### config.mk
export PLATFORM = sky130hd
export DESIGN_NAME = fetch_ctrl_flat
export DESIGN_NICKNAME = d
export VERILOG_FILES = /design/src/rtl/fetch_ctrl_if.sv /design/src/rtl/fetch_ctrl.sv /design/src/flat_wrapper.sv
export SDC_FILE = /design/constraint.sdc
export NUM_CORES = 1
export LEC_CHECK = 0
export ABC_AREA = 1
export CAP_MARGIN = 40
export CORE_ASPECT_RATIO = 0.7
export CORE_UTILIZATION = 53
export CTS_CLUSTER_SIZE = 28
export DETAILED_ROUTE_END_ITERATION = 16
export PLACE_DENSITY = 0.83
export SYNTH_ARGS = -nofsm -noshare
export SYNTH_HDL_FRONTEND = slang
export SYNTH_SLANG_ARGS = --single-unit
### constraint.sdc
create_clock -name Clk -period 3.25 [get_ports Clk]
set_input_delay 0.65 -clock Clk [delete_from_list [all_inputs] [get_ports Clk]]
set_output_delay 0.65 -clock Clk [all_outputs]
set_load 0.02 [all_outputs]
### src/rtl/fetch_ctrl_if.sv
`default_nettype none
// ============================================================================
//  Module      : fetch_ctrl_if
//  Description : Bundle of the fetch controller's control, ROM and downstream
//                signals.
//                slave  - seen by fetch_ctrl (commands in, PC/IR/status out)
//                master - seen by whoever drives the controller (sequencer,
//                         instruction ROM model, testbench)
//  Signals     : Start/StartAddr   - launch fetching at an address
//                Stall             - downstream not ready, hold PC and IR
//                BranchEn/BranchRel/Target - redirect (absolute or relative)
//                InstIn            - ROM data for InstAddress (same cycle)
//                InstAddress       - PC, drives ROM address
//                IR/IRValid        - fetched instruction and its valid flag
//                Done              - halt fetched, machine stopped
//                CycleCount        - cycles spent running since last Start
//  Revision    : 1.0 - initial release
// ============================================================================
interface fetch_ctrl_if;
    logic        Start;
    logic [7:0]  StartAddr;
    logic        Stall;
    logic        BranchEn;
    logic        BranchRel;
    logic [7:0]  Target;
    logic [8:0]  InstIn;
    logic [7:0]  InstAddress;
    logic [8:0]  IR;
    logic        IRValid;
    logic        Done;
    logic [15:0] CycleCount;

    modport slave (
        input  Start, StartAddr, Stall, BranchEn, BranchRel, Target, InstIn,
        output InstAddress, IR, IRValid, Done, CycleCount
    );

    modport master (
        output Start, StartAddr, Stall, BranchEn, BranchRel, Target, InstIn,
        input  InstAddress, IR, IRValid, Done, CycleCount
    );
endinterface
`default_nettype wire

### src/rtl/fetch_ctrl.sv
`default_nettype none
// ============================================================================
//  Module      : fetch_ctrl
//  Description : Instruction fetch controller. Walks a PC through an
//                instruction ROM, latches each fetched word into IR, honours
//                stall and branch (absolute / PC-relative) requests, and stops
//                when a halt opcode (InstIn[8:5] == 4'b1111) is fetched.
//  Ports       : Clk   - rising-edge clock
//                Reset - synchronous, active-high
//                bus   - fetch_ctrl_if.slave (see interface for signal list)
//  Revision    : 1.0 - initial release
// ============================================================================
module fetch_ctrl (
    input  wire logic     Clk,
    input  wire logic     Reset,
    fetch_ctrl_if.slave   bus
);

    typedef enum logic [1:0] {
        S_IDLE   = 2'd0,
        S_RUN    = 2'd1,
        S_HALTED = 2'd2
    } state_t;

    localparam logic [3:0]  c_HALT_OP   = 4'b1111;
    localparam logic [15:0] c_CNT_MAX   = 16'hFFFF;

    state_t      r_state;
    logic [7:0]  r_pc;
    logic [8:0]  r_ir;
    logic        r_ir_valid;
    logic        r_done;
    logic [15:0] r_cycle_cnt;

    logic [7:0]  w_branch_pc;
    logic        w_is_halt;

    // An 8-bit add wraps mod 256, which is exactly PC + sign-extended offset.
    assign w_branch_pc = bus.BranchRel ? (r_pc + bus.Target) : bus.Target;
    assign w_is_halt   = (bus.InstIn[8:5] == c_HALT_OP);

    always_ff @(posedge Clk) begin
        if (Reset) begin
            r_state     <= S_IDLE;
            r_pc        <= 8'd0;
            r_ir        <= 9'd0;
            r_ir_valid  <= 1'b0;
            r_done      <= 1'b0;
            r_cycle_cnt <= 16'd0;
        end else begin
            case (r_state)
                S_RUN: begin
                    // Every edge spent running counts, stalled or not.
                    if (r_cycle_cnt != c_CNT_MAX) begin
                        r_cycle_cnt <= r_cycle_cnt + 16'd1;
                    end

                    if (bus.BranchEn) begin
                        // Redirect wins over stall; the word in flight is
                        // from the old path, so flush it.
                        r_pc       <= w_branch_pc;
                        r_ir_valid <= 1'b0;
                    end else if (bus.Stall) begin
                        r_pc       <= r_pc;
                    end else if (w_is_halt) begin
                        // Present the halt word downstream and freeze PC on it.
                        r_ir       <= bus.InstIn;
                        r_ir_valid <= 1'b1;
                        r_done     <= 1'b1;
                        r_state    <= S_HALTED;
                    end else begin
                        r_ir       <= bus.InstIn;
                        r_ir_valid <= 1'b1;
                        r_pc       <= r_pc + 8'd1;
                    end
                end

                S_IDLE, S_HALTED: begin
                    if (bus.Start) begin
                        r_pc        <= bus.StartAddr;
                        r_ir        <= 9'd0;
                        r_ir_valid  <= 1'b0;
                        r_done      <= 1'b0;
                        r_cycle_cnt <= 16'd0;
                        r_state     <= S_RUN;
                    end else if (r_state == S_HALTED) begin
                        // The halt word is offered for exactly one cycle.
                        r_ir_valid  <= 1'b0;
                    end
                end

                default: begin
                    r_state <= S_IDLE;
                end
            endcase
        end
    end

    assign bus.InstAddress = r_pc;
    assign bus.IR          = r_ir;
    assign bus.IRValid     = r_ir_valid;
    assign bus.Done        = r_done;
    assign bus.CycleCount  = r_cycle_cnt;

endmodule
`default_nettype wire

### src/flat_wrapper.sv
// flat-port wrapper written by rule: the top's interface ports become plain ports
module fetch_ctrl_flat 
  (Clk, Reset, bus_Start, bus_StartAddr, bus_Stall, bus_BranchEn, bus_BranchRel, bus_Target, bus_InstIn, bus_InstAddress, bus_IR, bus_IRValid, bus_Done, bus_CycleCount);
  fetch_ctrl_if bus_i ();
  input  wire logic Clk;
  input  wire logic Reset;
  input wire logic [$bits(bus_i.Start)-1:0] bus_Start;
  input wire logic [$bits(bus_i.StartAddr)-1:0] bus_StartAddr;
  input wire logic [$bits(bus_i.Stall)-1:0] bus_Stall;
  input wire logic [$bits(bus_i.BranchEn)-1:0] bus_BranchEn;
  input wire logic [$bits(bus_i.BranchRel)-1:0] bus_BranchRel;
  input wire logic [$bits(bus_i.Target)-1:0] bus_Target;
  input wire logic [$bits(bus_i.InstIn)-1:0] bus_InstIn;
  output wire logic [$bits(bus_i.InstAddress)-1:0] bus_InstAddress;
  output wire logic [$bits(bus_i.IR)-1:0] bus_IR;
  output wire logic [$bits(bus_i.IRValid)-1:0] bus_IRValid;
  output wire logic [$bits(bus_i.Done)-1:0] bus_Done;
  output wire logic [$bits(bus_i.CycleCount)-1:0] bus_CycleCount;
  assign bus_i.Start = bus_Start;
  assign bus_i.StartAddr = bus_StartAddr;
  assign bus_i.Stall = bus_Stall;
  assign bus_i.BranchEn = bus_BranchEn;
  assign bus_i.BranchRel = bus_BranchRel;
  assign bus_i.Target = bus_Target;
  assign bus_i.InstIn = bus_InstIn;
  assign bus_InstAddress = bus_i.InstAddress;
  assign bus_IR = bus_i.IR;
  assign bus_IRValid = bus_i.IRValid;
  assign bus_Done = bus_i.Done;
  assign bus_CycleCount = bus_i.CycleCount;
  fetch_ctrl u_core (.Clk(Clk), .Reset(Reset), .bus(bus_i));
endmodule
* Word level (Yosys, flattened, before mapping)
Index checks and enable logic that the tools add are counted.
Widths: inputs -> output; s select.
** Word-level totals
- Bits in registers :: 37
- Output and inout bits :: 35
** Operators by class
- Multiplexer cells :: 28
- Add/subtract/negate cells :: 3
- Equality and inequality tests :: 12
- Reductions and logical operators :: 9
** Operators by type and width (number)
- $mux 8 :: 5
- $mux 16 :: 2
- $pmux 16 s2 :: 1
- $mux 9 :: 3
- $pmux 9 s2 :: 1
- $add 16x1->16 const B :: 1
- $ne 16x16->1 const B :: 1
- $pmux 8 s2 :: 1
- $reduce_and 4->1 :: 3
- $add 8x1->8 const B :: 1
- $add 8x8->8 :: 1
- $mux 1 :: 8
- $mux 2 :: 4
- $ne 2x2->1 const B :: 3
- $ne 3x3->1 const B :: 2
- $reduce_and 3->1 :: 2
- $reduce_and 5->1 :: 1
- $eq 4x4->1 const B :: 1
- $ne 2x1->1 const B :: 2
- $pmux 1 s2 :: 2
- $pmux 2 s2 :: 1
- $ne 3x2->1 const B :: 1
- $eq 2x1->1 const B :: 1
- $eq 2x2->1 const B :: 1
- 3 further kinds :: 3

* Depth between registers and ports, before layout
- Depth in word-level cells :: 5
- Mapped depth :: 14

* Worst setup path after synthesis
OpenSTA, ideal clock, no wires.
- Path type :: input to register
- From :: input bus_Target[0]
- To :: register u_core.r_pc[4] (netlist: u_core.bus.InstAddress[4])
- Setup time :: 132 ps
- Required time :: 3118 ps
- Arrival :: 1825 ps
- Setup slack :: 1293 ps
- Cell stages on the path :: 13
- Cells stage by stage :: ha_1 > inv_1 > fa_1 > inv_1 > nand2_1 > nand2_1 > and2_1 > or2_0 > nand3_1 > nand2_1 > nand2_1 > nand2_1 > a21oi_1
** Between the ends
- Longest elaborated chain between the ends :: 4
** Ends and longest elaborated chain
- start: declaration :: RTL line flat_wrapper.sv:12 : input wire logic [$bits(bus_i.Target)-1:0] bus_Target;
- $add 8x8->8 :: RTL line fetch_ctrl.sv:39 : assign w_branch_pc = bus.BranchRel ? (r_pc + bus.Target) : bus.Target;
- $mux 8 :: RTL line fetch_ctrl.sv:39
- $mux 8 :: RTL line fetch_ctrl.sv:58 : if (bus.BranchEn) begin
- $pmux 8 s2 :: RTL line fetch_ctrl.sv:51 : case (r_state)
- end signal: assignment :: RTL line fetch_ctrl.sv:61 : r_pc <= w_branch_pc;
- end signal: assignment :: RTL line fetch_ctrl.sv:64 : r_pc <= r_pc;
- end signal: assignment :: RTL line fetch_ctrl.sv:74 : r_pc <= r_pc + 8'd1;
- end: declaration :: RTL line fetch_ctrl.sv:29 : logic [7:0] r_pc;
No other way between the ends.
A chain may end at the register's enable or synchronous reset.

* Final worst setup path
Ends and elaborated chain as after synthesis.

==> results.txt <==
- Sequential cells were found to cover 29.1% of the synthesized design area.
- In this run, post-CTS repair resized a total of 0 instances.
- Clock network power share: 29.6%
- Area of the die: 0.00509 mm2
- Final setup violation count: 0
* Initial core utilization: 56.8%
- Number of hold violations in the final report: 0
- Source-to-sink clock delay at the later pin of the worst-skew pair: 0.30 ns
* Area of the placeable core: 0.00448 mm2
- Antenna cells: 0
- Clock tree synthesis found a total of 37 sinks.
- Syn_nets: 452
* Clock Tree Root: sky130_fd_sc_hd__clkbuf_8
- Routability-driven placement congestion ratio: 0.899
- The detail route stage leaves a number of antenna-violating nets equal to 0.
- In the final routed layout, each cell accounts on average for 12.7 um.
* Total routing resource utilization after global routing: 27.5%
- The final reports fail on DRC.
* Maximum level of the CTS H-tree: 2
* Shortest period the worst path allows: 2.38 ns
- Count of buffer and inverter cells on the critical path: 3
* Via count of the first global-routing pass: 2431
* Cells after synthesis: 411
- Result of the run: finished with violations
* Port Buffer Count: 65
- Maximum net fanout on the critical path: 2
- Top delay family on crit path: simple AND/OR/NAND/NOR gates
* Starting DRC count in detailed routing: 160
* Category of the critical setup timing path: input pin to flop
- Detailed-route DRC error count: 7
- In this run the post-CTS setup repair buffer count came out at 0.
* Detailed placer's ending HPWL: 5000 um
- After synthesis the netlist holds a flip-flop and latch count of 37.
- WHS Endpoint: u_core.bus.IR[2]
- The startpoint identified for the worst register-to-register timing path is u_core.r_state[0].
- Number of iterations in the first detailed-routing pass: 11
- Fraction of layout instances using a drive strength above 1: 5.68%
- IR analysis of the VDD net gives a maximum drop of 0.000251 V.
- Clock tree synthesis inserted a total of 5 buffers.
- Total number of yosys warnings: 0
- For the final database, setup skew stands at 0.00801 ns.
* Total instance count after detailed placement: 522
- Relative slew margins: 62.7%
* Number of standard cells in the layout, taps in and fillers out: 530
- Data on the critical path is required at its endpoint by 3.42 ns.
- Averaged over all synthesized cells, the footprint is 6.20 um2.
- WP data arrival: 2.55 ns
- Startpoint Class: input pin
- Number of pins exceeding their max-slew limit in the final report: 0
- After synthesis, the netlist uses 36 different library cells.
- Final Net Count: 515
- For this design the ratio of total power to cell area is 419 mW/mm2.
- At the pin with the least slew margin, the transition time is 0.557 ns.
- Via Count: 2836
* Clock tree from TritonCTS: built
* Worst path max stage delay: 0.48 ns
* Die outline width: 84.8 um
- Switching power share of the total: 34.0%
- The tool flagged a number of max-cap violations equal to 0.
* Overall die height: 60.0 um
- Maximum number of pins on one net before global-route repair: 25
* Internal power of the cells: 0.920 mW
- For this design the top-level I/O count stands at 66.
- Setup repair after global routing left no endpoint under its margin.
- Worst reg-to-reg path cell count: 11
- Proportion of power drawn by combinational gates: 32.5%
- End of the worst register-to-register path: u_core.bus.CycleCount[10]
- The worst setup path is captured at a flop.
* Leading cell type in the layout, fill and taps excluded: sky130_fd_sc_hd__nand2_1
- The largest individual stage delay along the critical path comes from the cell sky130_fd_sc_hd__clkdlybuf4s50_1.
* Via density per instance: 5.35
- For this run the aggregate overflow at the end of global routing stands at 0.
- Number of hold buffers added after cts: 0
- Seq pwr share: 37.9%
* Smallest hold slack: 0.465 ns
* Wire length of the first global-routing pass: 11000 um
- Cell area after synthesis: 0.00255 mm2
- Most frequent cells in the layout: 102 x sky130_fd_sc_hd__nand2_1, 66 x sky130_fd_sc_hd__nor2_1, 65 x sky130_fd_sc_hd__clkdlybuf4s50_1
- Hold crit path type: flop to flop
- Deepest clock path buffer count: 2
- Drt total wl: 6740 um
- The cell that appears most often on the critical path is sky130_fd_sc_hd__nand2_1.
* Power after layout: 1.39 mW
- Leakage component of the power: 1.41 nW
- The initialized floorplan defines 20 standard-cell rows.
- The final critical path takes up 73.3% of the cycle.
- In this run the most critical hold path is launched from u_core.bus.IR[2].
- In this run the register-to-register setup slack is 1.11 ns.
* Worst Hold Path Cells: 2
- Compared with the post-synthesis result, the final layout area differs by 30.7%.
* Clock transition at the registers of the reported paths: 0.07 ns
- For this design the total switching power over the nets is 0.474 mW.
* Util after Layout: 74.3%
* Aggregate negative setup slack: 0 ns
- The initial antenna violation count came to 0.
- Top achievable clock speed: 420 MHz
- Critical-path cell list: clkdlybuf4s50_1 -> ha_1 -> inv_1 -> fa_1 -> inv_1 -> nand2_1 -> nand2_1 -> and2_1 -> or2_0 -> nand3_1 -> nand2_1 -> nand2_1 -> nand2_1 -> a21oi_1
==> cells by family after synthesis <==
family / synth area share (%)
xor gates and xnor gates: 1.72
buffers and inverters: 10.6
adders and majority gates: 5.21
AOI/OAI and AO/OA: 12.7
DFF: 29.1
and+or+nand+nor: 40.6
==> tightest hold or removal path, delay by kind of cell, from the launching register on <==
family	cells	cell delay (ns)
compound gates	1	0.05
flops	1	0.31
simple gates	1	0.06
==> state kept, by name (all words and copies together) (netlist names) <==
register and count:
u_core.bus.IR 9, u_core.bus.IRValid 1, u_core.bus.CycleCount 16, u_core.bus.Done 1, u_core.r_state 2, u_core.bus.InstAddress 8
==> through the flow <==
stage               setup WS, ns  cell area (um2)
CTS                        0.879             3330
global placement           0.666             3210
detailed placement         0.585             3210
floorplan                   1.29             2550
finish                     0.869             3330
global route               0.751             3330
==> power by group through the flow <==
stage	Combinational [mW]	Sequential (mW)	Clock (mW)
final	0.453	0.528	0.413
after global routing	0.502	0.533	0.440
after CTS	0.450	0.527	0.417
after detailed placement	0.448	0.538	0
after global placement	0.436	0.537	0
after floorplan	0.277	0.559	0
==> how the worst max path moves through the flow <==
stage / from / end / depth (start not counted)
global placement: bus_Target[0] / u_core.bus.InstAddress[4] / 14
finish: bus_Target[0] / u_core.bus.InstAddress[4] / 14
detailed placement: bus_Target[0] / u_core.bus.InstAddress[4] / 14
CTS: bus_Target[0] / u_core.bus.InstAddress[4] / 14
floorplan: bus_Target[0] / u_core.bus.InstAddress[4] / 13
global route: bus_Target[0] / u_core.bus.InstAddress[4] / 14
==> synth_stat cells, drive strengths merged <==
| cell | count | area share [%] |
|---|---|---|
| clkbuf | 6 | 0.88 |
| dfxtp | 37 | 29 |
| nand3b | 3 | 0.88 |
| nor3 | 7 | 1.8 |
| and2 | 1 | 0.25 |
| nor2 | 71 | 11 |
| o21bai | 2 | 0.59 |
| xor2 | 4 | 1.4 |
| xnor2 | 1 | 0.34 |
| nand3 | 36 | 7.3 |
| inv | 51 | 7.6 |
| buf | 6 | 2.1 |
| ha | 9 | 4.4 |
| a31oi | 2 | 0.49 |
| nand2 | 105 | 16 |
| or2 | 4 | 0.98 |
| o21ai | 17 | 3.3 |
| o221ai | 1 | 0.34 |
| a21oi | 36 | 7.1 |
| o211ai | 3 | 0.88 |
| nand4 | 7 | 1.7 |
| fa | 1 | 0.79 |
| and3 | 1 | 0.25 |
==> per-layer routing <==
layer  GRT usage (%)  vias up  wire length (um)
met1            39.8     1272              3300
met3            6.49        4               606
met2            41.9      119              2800
met5               0        -                 0
met4            5.81        0                31
li1                -     1441                 -
==> area by class of cell <==
class | instances | area, um2
clock buffers | 7 | 86.3
clock inverters | 1 | 30.0
fillers | 387 | 1150
inverters | 51 | 194
multi-input cells | 311 | 1540
flip-flops and latches | 37 | 741
well taps | 55 | 68.8
repair buffers | 68 | 673
(Power assumes the default switching activity.)
==> patch 1: new RTL, same flow settings <==
Encoding of `state_t`: now one-hot (3 bits for 3 states).
--- a/src/rtl/fetch_ctrl.sv
+++ b/src/rtl/fetch_ctrl.sv
@@ -16,10 +16,10 @@
     fetch_ctrl_if.slave   bus
 );
 
-    typedef enum logic [1:0] {
-        S_IDLE   = 2'd0,
-        S_RUN    = 2'd1,
-        S_HALTED = 2'd2
+    typedef enum logic [2:0] {
+        S_IDLE   = 3'b001,
+        S_RUN    = 3'b010,
+        S_HALTED = 3'b100
     } state_t;
 
     localparam logic [3:0]  c_HALT_OP   = 4'b1111;
Formal check against the unedited RTL: no difference found for any inputs over 10 cycles, from zero or initial values and one cycle with Reset high; not proved beyond that.
==> patch 1 against the unedited design <==
Synthesized cell count rose by 3.6%; sequential cell count rose by 1; count of clock-buffer cells in the layout fell by 1; synthesized area rose by 3.0%; final cell count rose by 5.3%; setup slack improved by 0.0045 ns; wire length rose by 8.1%; clock skew fell by 0.0010 ns; cell area rose by 3.7%; largest cell class unchanged.
Power is not compared: it rests on default switching activity, and its combinational part moved more than twofold at a synthesized area within 25%.
==> patch 1: results (changes against the unedited design) <==
INFO  metric status = complete, no violations
INFO  metric cpMaxStageDelayCell = or2_1
INFO  metric clock-skew-final = 0.006960 ns (-0.001049 ns)
INFO  metric synth_fp_nets = 467 (+3.3%)
INFO  metric n_all_inverters = 57 (+12%)
INFO  metric crit_fanout = 25 (+23)
INFO  metric via_count_of_the_first_global_routing_pass = 2,515 (+3.5%)
INFO  metric yosys-top-cells-count = nand2_1, nor2_1, inv_1
INFO  metric fraction_of_area_in_multi_input_gates = 0.4561 (-0.005150)
INFO  metric use_met1 = 0.4065 (+0.008489)
INFO  metric grt_util_met3 = 0.05442 (-0.01050)
INFO  metric detailroute.wirelength.met2 = 3042 um (+8.6%)
INFO  metric grtUsageMet2 = 0.4331 (+0.01383)
INFO  metric layout.clock_buffers = 6 (-1)
INFO  metric synth-compound-area-share = 0.1283 (+0.001067)
INFO  metric synth-seq-area-share = 0.2901 (-0.0008328)
INFO  metric synth_adder_area_share = 0.05057 (-0.001516)
INFO  metric buffer_area_frac = 0.1951 (-0.007187)
INFO  metric m1WireLength = 3479 um (+5.6%)
INFO  metric via_per_inst = 5.260 (-1.7%)
INFO  metric report.power.total = 2.966 mW
INFO  metric synth_xor_area_frac = 0.03340 (+0.01620)
INFO  metric cts_num_sinks = 38 (+2.7%)
INFO  metric postPlaceCellArea = 3308 sq um (+3.0%)
INFO  metric grt_max_degree = 26 (+4.0%)
INFO  metric initialDrtViolationCount = 272 (+70%)
INFO  metric seq_area_frac = 0.2204 (-0.002107)
INFO  metric multi_input_combinational_cell_area = 1574 sq um (+2.5%)
INFO  metric place_congestion = 0.8933 (-0.60%)
INFO  metric firstDrtPassIters = 5 (-6)
INFO  metric yosys.cell_types.count = 32 (-11%)
INFO  metric globalRouteTotalUtil = 0.2817 (+0.006501)
-- patch 1: cell types whose count changed after synthesis, sizes merged, moves of 3 or more --
cell / before / now
a21oi: 36 / 44
buf: 6 / 9
inv: 51 / 56
nand3: 36 / 33
nor2: 71 / 62
nor3: 7 / 19
o21ai: 17 / 13
or2: 4 / 1
xor2: 4 / 7
-- patch 1: worst paths after layout --
| check | slack [ns] | from | to | cells past startpoint |
|---|---|---|---|---|
| min | 0.48 | u_core.bus.Done | u_core.bus.Done | 2 |
| max reg2reg | 0.87 | u_core.r_state[2] | u_core.bus.IR[4] | 10 |
| max | 0.87 | u_core.r_state[2] | u_core.bus.IR[4] | 10 |
| min reg2reg | 0.48 | u_core.bus.Done | u_core.bus.Done | 2 |
-- patch 1: stage by stage --
stage	utilization	setup WS, ns	cells
6_report	0.7256	0.8737	558
5_1_grt	0.7256	0.6543	558
4_1_cts	0.7256	0.9066	558
3_5_place_dp	0.6956	0.6225	550
3_3_place_gp	0.6956	0.7185	550
2_1_floorplan	-	1.314	426
==> patch 2: new RTL, config.mk and constraints unchanged <==
Made on the original files. `c_CNT_MAX`: 16'hFFFF -> 16'hBFFF.
--- a/src/rtl/fetch_ctrl.sv
+++ b/src/rtl/fetch_ctrl.sv
@@ -23,7 +23,7 @@
     } state_t;
 
     localparam logic [3:0]  c_HALT_OP   = 4'b1111;
-    localparam logic [15:0] c_CNT_MAX   = 16'hFFFF;
+    localparam logic [15:0] c_CNT_MAX   = 16'hBFFF;
 
     state_t      r_state;
     logic [7:0]  r_pc;
Formal check against the unedited RTL: no difference found for any inputs over 10 cycles, from zero or initial values and one cycle with Reset high; that may be too few to reach the edited logic, so the function may still have changed.
==> patch 2 against the unedited design <==
Combinational power shrank 13%; sequential cell count is the same; global-route usage shrank 1.2 points; wire length shrank 3.8%; register-to-register slack gained 0.07 ns; worst hold slack gained 0.0046 ns; setup slack gained 0.020 ns; via count shrank 1.8%; cell area shrank 2.4%; sequential share of layout area grew 0.56 points; clock skew shrank 0.0034 ns; total power shrank 12%; synthesized area shrank 2.6%; synthesized cell count shrank 3.9%.
==> patch 2: results (changes against the unedited design) <==
INFO  metric met3WireLength = 644 um (+6.3%)
INFO  metric worst-slew-pin-transition = 0.5145 ns (-0.04243 ns)
INFO  metric via_per_inst = 5.408 (+1.1%)
INFO  metric finalHoldWorstSlack = 0.4701 ns (+0.004620 ns)
INFO  metric count_of_cells_along_the_worst_register_to_register_path = 7 (-4)
INFO  metric grtUsageMet2 = 0.4042 (-0.01510)
INFO  metric worst_ir_drop_vdd = 295.7 uV (+18%)
INFO  metric clock-skew-final = 0.004580 ns (-0.003429 ns)
INFO  metric use_met1 = 0.3768 (-0.02114)
INFO  metric yosys-top-cells-count = nand2_1, nor2_1, inv_1
INFO  metric m1WireLength = 3118 um (-5.4%)
INFO  metric grt_util_met3 = 0.06407 (-0.0008503)
INFO  metric layout.clock_buffers = 6 (-1)
INFO  metric synth-seq-area-share = 0.2985 (+0.007628)
INFO  metric yosys.cell_types.count = 35 (-2.8%)
INFO  metric dp.final_hpwl = 4943 um (-1.2%)
INFO  metric worst-endpoint-arrival = 2.53 ns (-0.02 ns)
INFO  metric design.final.nets = 500 (-2.9%)
INFO  metric post_route_cells_drive_above_1_share = 0.07174 (+0.01490)
INFO  metric finalCritPeriodShare = 0.7265 (-0.006001)
INFO  metric numPlacedInstances = 507 (-2.9%)
INFO  metric power.leakage = 1.324 nW (-5.8%)
INFO  metric status = complete, no violations
INFO  metric initialDrtViolationCount = 229 (+43%)
INFO  metric synth.avg_cell_area = 6.281 sq um (+1.4%)
INFO  metric fraction_of_area_in_multi_input_gates = 0.4593 (-0.001932)
INFO  metric r2r_slack = 1.18 ns (+0.07 ns)
INFO  metric netSwitchingFraction = 0.3483 (+0.008449)
INFO  metric synth_fp_nets = 436 (-3.5%)
INFO  metric worstHoldEndpoint = u_core.bus.IR[4]
INFO  metric detailroute.wirelength.met2 = 2669 um (-4.7%)
INFO  metric clock_cell_area_share = 0.02543 (-0.009529)
INFO  metric synth_area_leaders = dfxtp_1, nand2_1, a21oi_1
INFO  metric place_congestion = 0.9020 (+0.37%)
INFO  metric via_count_of_the_first_global_routing_pass = 2,307 (-5.1%)
INFO  metric pre_cts_setup_slack = 0.6086 ns (+0.02318 ns)
INFO  metric detailed_route_wire_length_per_cell = 12.58 um (-1.0%)
INFO  metric seq_area_frac = 0.2281 (+0.005575)
INFO  metric globalRouteTotalUtil = 0.2632 (-0.01196)
INFO  metric num-nonclk-buffers = 67 (-1.5%)
INFO  metric rr_endpoint = u_core.bus.CycleCount[6]
-- patch 2: changes by cell type after synthesis, sizes merged, moves of 2 or more --
cell / before / now
xor2: 4 / 0
nand4: 7 / 12
nand3: 36 / 38
or2: 4 / 6
buf: 6 / 4
a21oi: 36 / 39
o21bai: 2 / 0
nor2: 71 / 54
nand2: 105 / 100
-- patch 2: cells by family after synthesis --
kind of cell | after synthesis | share of synthesized area
AND/OR/NAND/NOR | 221 | 0.4049
AO/OA/AOI/OAI | 64 | 0.1392
buffers and inverters | 62 | 0.1004
flip-flops | 37 | 0.2985
adder cells (fa/ha/maj) | 10 | 0.05346
XOR/XNOR | 1 | 0.003531
-- patch 2: power groups by stage --
stage,registers (mW),clock network (mW),logic [mW]
floorplan,0.550,0,0.230
detailed placement,0.533,0,0.391
global route,0.528,0.338,0.438
CTS,0.523,0.313,0.393
global placement,0.533,0,0.383
finish,0.523,0.310,0.396
